<file path="src/rtl/pipe_ctrl.sv">
// pipe_ctrl: central pipeline controller for the five-stage RISC-V core.
// Owns the fetch PC and arbitrates stall/redirect/trap requests from ID, EX
// and MEM into per-register hold (stall_o) and bubble (flush_o) vectors.
// Also sequences the post-reset boot window, runs a stall watchdog and keeps
// bubble/redirect performance counters.
//
// Ports:
//   clk_i            core clock, all state on posedge
//   rst_n_i          synchronous active-low reset
//   id_stall_req_i   load-use hazard in ID
//   ex_stall_req_i   multi-cycle EX unit busy
//   mem_stall_req_i  data bus wait in MEM
//   ex_jump_i        taken branch/jump resolved in EX, target ex_jump_addr_i
//   trap_i           exception in MEM, handler at trap_vec_i
//   pc_o             registered fetch address
//   stall_o/flush_o  [0] PC, [1] IF/ID, [2] ID/EX, [3] EX/MEM, [4] MEM/WB
//   hang_o           sticky watchdog flag
//   bubble_cnt_o     cycles with any flush bit set
//   redirect_cnt_o   accepted jumps plus traps
module pipe_ctrl #(
    parameter int unsigned     XLEN        = 32,
    parameter logic [XLEN-1:0] RESET_PC    = '0,
    parameter int unsigned     BOOT_CYCLES = 2,
    parameter int unsigned     WDT_LIMIT   = 255
) (
    input  logic            clk_i,
    input  logic            rst_n_i,
    input  logic            id_stall_req_i,
    input  logic            ex_stall_req_i,
    input  logic            mem_stall_req_i,
    input  logic            ex_jump_i,
    input  logic [XLEN-1:0] ex_jump_addr_i,
    input  logic            trap_i,
    input  logic [XLEN-1:0] trap_vec_i,
    output logic [XLEN-1:0] pc_o,
    output logic [4:0]      stall_o,
    output logic [4:0]      flush_o,
    output logic            hang_o,
    output logic [31:0]     bubble_cnt_o,
    output logic [31:0]     redirect_cnt_o
);

    typedef enum logic {
        BOOT,
        RUN
    } state_t;

    localparam logic [3:0]  BOOT_LAST = 4'(BOOT_CYCLES - 1);
    localparam logic [15:0] WDT_MAX   = 16'(WDT_LIMIT);

    state_t          state;
    state_t          state_next;
    logic [3:0]      boot_cnt;
    logic [15:0]     wdt_cnt;
    logic [XLEN-1:0] pc;
    logic [XLEN-1:0] pc_next;
    logic            hang;
    logic            redirect;
    logic [31:0]     bubble_cnt;
    logic [31:0]     redirect_cnt;

    always_ff @(posedge clk_i) begin
        if (!rst_n_i) begin
            state <= BOOT;
        end else begin
            state <= state_next;
        end
    end

    // Defaults are the boot pattern, which also covers the reset cycle.
    always_comb begin
        state_next = state;
        stall_o    = 5'b00001;
        flush_o    = 5'b11110;
        pc_next    = pc;
        redirect   = 1'b0;
        if (rst_n_i) begin
            unique case (state)
                BOOT: begin
                    pc_next = RESET_PC;
                    if (boot_cnt == BOOT_LAST) begin
                        state_next = RUN;
                    end
                end
                RUN: begin
                    // Jumps under an EX/MEM stall are dropped, not latched:
                    // EX re-asserts them once the stall clears.
                    if (trap_i) begin
                        stall_o  = 5'b00000;
                        flush_o  = 5'b11110;
                        pc_next  = trap_vec_i;
                        redirect = 1'b1;
                    end else if (mem_stall_req_i) begin
                        stall_o = 5'b01111;
                        flush_o = 5'b10000;
                    end else if (ex_stall_req_i) begin
                        stall_o = 5'b00111;
                        flush_o = 5'b01000;
                    end else if (ex_jump_i) begin
                        stall_o  = 5'b00000;
                        flush_o  = 5'b00110;
                        pc_next  = ex_jump_addr_i;
                        redirect = 1'b1;
                    end else if (id_stall_req_i) begin
                        stall_o = 5'b00011;
                        flush_o = 5'b00100;
                    end else begin
                        stall_o = 5'b00000;
                        flush_o = 5'b00000;
                        pc_next = pc + XLEN'(4);
                    end
                end
                default: state_next = BOOT;
            endcase
        end
    end

    always_ff @(posedge clk_i) begin
        if (!rst_n_i) begin
            pc           <= RESET_PC;
            boot_cnt     <= '0;
            wdt_cnt      <= '0;
            hang         <= 1'b0;
            bubble_cnt   <= '0;
            redirect_cnt <= '0;
        end else begin
            pc <= pc_next;
            if (state == BOOT) begin
                boot_cnt <= boot_cnt + 4'd1;
            end
            if (flush_o != '0) begin
                bubble_cnt <= bubble_cnt + 32'd1;
            end
            if (redirect) begin
                redirect_cnt <= redirect_cnt + 32'd1;
            end
            // hang rises on the same edge the count reaches the limit
            if (state == RUN) begin
                if (stall_o[0]) begin
                    if (wdt_cnt != WDT_MAX) begin
                        wdt_cnt <= wdt_cnt + 16'd1;
                    end
                    if (wdt_cnt >= WDT_MAX - 16'd1) begin
                        hang <= 1'b1;
                    end
                end else begin
                    wdt_cnt <= '0;
                end
            end
        end
    end

    assign pc_o           = pc;
    assign hang_o         = hang;
    assign bubble_cnt_o   = bubble_cnt;
    assign redirect_cnt_o = redirect_cnt;

endmodule

</file>
<file path="config.mk">
export PLATFORM = sky130hd
export DESIGN_NAME = pipe_ctrl
export DESIGN_NICKNAME = d
export VERILOG_FILES = /design/src/rtl/pipe_ctrl.sv
export SDC_FILE = /design/constraint.sdc
export NUM_CORES = 1
export LEC_CHECK = 0
export BUFFER_PORTS_ARGS = -buffer_cell sky130_fd_sc_hd__buf_2
export CAP_MARGIN = 10
export CORE_MARGIN = 2
export CORE_UTILIZATION = 53
export CTS_CLUSTER_DIAMETER = 150
export DETAILED_ROUTE_END_ITERATION = 10
export GPL_ROUTABILITY_DRIVEN = 1
export PLACE_DENSITY = 0.81
export SLEW_MARGIN = 20
export SYNTH_ARGS = -nofsm -noshare
export SYNTH_HDL_FRONTEND = slang
export SYNTH_SLANG_ARGS = --single-unit
</file>
<file path="constraint.sdc">
create_clock -name clk_i -period 2.78 [get_ports clk_i]
set_clock_uncertainty 0.1 [all_clocks]
set_input_delay 0.556 -clock clk_i [delete_from_list [all_inputs] [get_ports clk_i]]
set_output_delay 0.556 -clock clk_i [all_outputs]
set_load 0.02 [all_outputs]
</file>
==> results.cfg <==
[outcome]
outcome = finished, final reports clean

[yosys]
synthArstFlopShare = 0
synth_xor_xnor_area_share = 0.0858
synth.area.mux_share = 0.0140
synthAdderAreaFrac = 0.0136
postSynthCellCount = 816
ys_warn_count = 0
synth_seq_cells = 118
synth_edf_count = 0
synth_area_um2 = 6430
synthFlopType = dfxtp_1
yosys.cell_types.count = 66
synth_top_family_by_area = simple AND/OR/NAND/NOR gates
yosysSeqAreaShare = 0.367
synthSimpleGateAreaFrac = 0.297
synth_compound_area_frac = 0.176
avgSynthCellArea_um2 = 7.88

[timing]
fin_setup_tns_ps = 0
max_freq_ghz = 0.381
hold_viol = 0
worst_slew_pin_slew_ps = 772
setup_viol = 0
max-slew-margin-rel = 0.482
maxSlewViolCount = 0
final.min_clock_period_ps = 2630
rsz0062_at_grt = false
period_share = 0.945

[clocking]
clk_path_buf_depth = 2
clock-root-buffer = clkbuf_16
htreeDepth = 4
numCtsBuffers = 17
cts_tree = done
cts_setup_buffers = 0
cts.sinks = 118
clkTransAtPathRegs_ps = 50
insertion_delay_ps = 420

[drt]
dr.pass1.iters = 6
wl_met3_um = 1480
wl_per_cell_um = 16.4
wl_met1_um = 8270
vias = 6930
drtIter0Drc = 853
met2_length_um = 8670
routed.top_layer = met4
avgViaCountPerCell = 6.01
drc_errors = 0
wl_um = 18900
antenna_left = 0

[cells_and_area]
final.fill_count = 999
register_area_um2 = 2360
multiInputGateArea_um2 = 3780
drive_gt1_frac = 0.250
final_common_cell = buf_2
fin_area_um2 = 8110
area_delta_synth_final_pct = 26.0
final_nets = 1071
final_cell_mix = 175 x buf_2, 118 x dfxtp_1, 96 x nor2_1

[global_route]
grt_pass1_wl_um = 30200
grt_pass1_vias = 6053
grt_remaining_overflow = 0
track_usage = 0.288
grt_max_degree = 73
antenna_found_initial = 1

[setup_path]
cp.required_ps = 2120
startpoint_type = flop
crit_path_end_kind = output pin
critical_path.max_fanout = 12
path_class = reg -> out
crit_arrival_ps = 1970

[die]
initial_core_util = 0.540
dieArea_um2 = 13000
ios = 178
die_h_um = 114
placementRows = 40
core_area_um2 = 11900
die_x_um = 114

[power_and_ir_drop]
total_leakage_power_uw = 0.00334
seq_power_share = 0.401
internal_power_uw = 3390
swShare = 0.282
p_total_uw = 4720
power_density_nw_per_um2 = 583
p_sw_uw = 1330
pwr-share-clk = 0.449
p_comb_frac = 0.150
vdd_drop_max_v = 0.000367

[placement]
gp_congestion = 0.951
io_buffers = 175
dpl.hpwl_um = 13400
post_dp_cell_area_um2 = 7530

[run]
maxCapViolCount = 0

[min_path]
hold_path.class = in -> reg
==> final cells by class <==
| type | count | area share |
|---|---|---|
| Clock buffer | 22 | 0.0573 |
| Clock inverter | 10 | 0.0128 |
| Antenna cell | 1 | 0.000309 |
| Sequential cell | 118 | 0.291 |
| Timing Repair Buffer | 207 | 0.138 |
| Inverter | 24 | 0.0111 |
| Multi-Input combinational cell | 625 | 0.467 |
| Tap cell | 147 | 0.0227 |
==> state kept, by name, summed over array words and instances (netlist names) <==
signal          cells
boot_cnt            4
redirect_cnt_o     32
hang_o              1
wdt_cnt            16
bubble_cnt_o       32
state               1
pc_o               32
==> metal layers <==
metal,global-route usage,up-vias
met1,0.390,3201
li1,-,3343
met2,0.443,344
met4,0.124,0
met3,0.0619,42
met5,0,-
==> through the flow <==
step	hold WS, ps	util	setup WS (ps)	std cells
after floorplan	360	-	415	817
after global placement	347	0.632	388	1121
after detailed placement	354	0.632	369	1121
after CTS	306	0.680	76.2	1153
after global routing	314	0.680	55.0	1154
final	316	0.680	153	1154
==> worst max-delay path, cell delays in order (launching register included) <==
cell     delay, ps
dfxtp_1        580
and2_1         390
buf_4          260
and3_1         170
buf_2          160
==> cell families after synthesis <==
| group | Yosys count |
|---|---|
| simple gates | 366 |
| compound gates | 178 |
| flops | 118 |
| buf+inv | 74 |
| xor+xnor | 63 |
| mux | 9 |
| fa+ha+maj | 7 |
| other cells | 1 |
==> timing repair <==
item | 4_1_cts | 5_1_grt
cloned | 0 | 0
endpoints found under the setup margin | 1 | 4
pin swaps | 0 | 0
gates resized for setup | 1 | 1
hold buffers | 0 | 0
==> Yosys cell counts, types with 2 or more instances <==
cell	count	share of area
a2111o_1	2	0.0035
a211oi_1	5	0.0058
a21o_1	4	0.0047
a21oi_1	57	0.044
a221o_1	2	0.0031
a22o_1	3	0.0041
a2bb2oi_1	2	0.0027
a31oi_1	6	0.0058
and2_1	10	0.0097
and3_1	15	0.015
and4_1	14	0.019
buf_1	5	0.0029
buf_2	4	0.0031
buf_4	2	0.0023
clkbuf_1	38	0.022
dfxtp_1	118	0.37
ha_1	7	0.014
inv_1	21	0.012
inv_2	2	0.0012
mux2i_1	9	0.014
nand2_1	50	0.029
nand2b_1	10	0.0097
nand3_1	50	0.039
nand4_1	42	0.041
nor2_1	97	0.057
nor3_1	20	0.016
nor3b_1	2	0.0023
nor4_1	21	0.020
o2111ai_1	3	0.0041
o211ai_1	6	0.0070
o21a_1	3	0.0035
o21ai_0	38	0.030
o21ai_1	8	0.0062
o221a_2	3	0.0053
o221ai_1	4	0.0054
o22ai_1	10	0.0097
o2bb2ai_1	2	0.0027
o311ai_0	3	0.0041
o31ai_1	5	0.0058
o41ai_1	2	0.0027
or2_2	3	0.0029
or3_1	18	0.018
or4_1	6	0.0070
xnor2_1	23	0.031
xor2_1	40	0.054
==> power by group through the flow <==
stage / Combinational (uW) / Sequential [uW] / Clock (uW)
after floorplan: 396 / 1940 / 0
after global placement: 687 / 1920 / 0
after detailed placement: 698 / 1920 / 0
after CTS: 704 / 1890 / 2150
after global routing: 778 / 1900 / 2230
final: 710 / 1890 / 2120
==> path summary, 6_finish.rpt <==
kind	startpoint	endpoint	slack [ps]	depth (start not counted)
worst max-delay path	state	stall_o[3]	150	4
worst min-delay path	trap_vec_i[1]	pc_o[1]	320	3
worst max register to register	pc_o[3]	pc_o[24]	520	6
worst min register to register	hang_o	hang_o	360	1
Note: power is estimated with default switching activity, not from simulation.
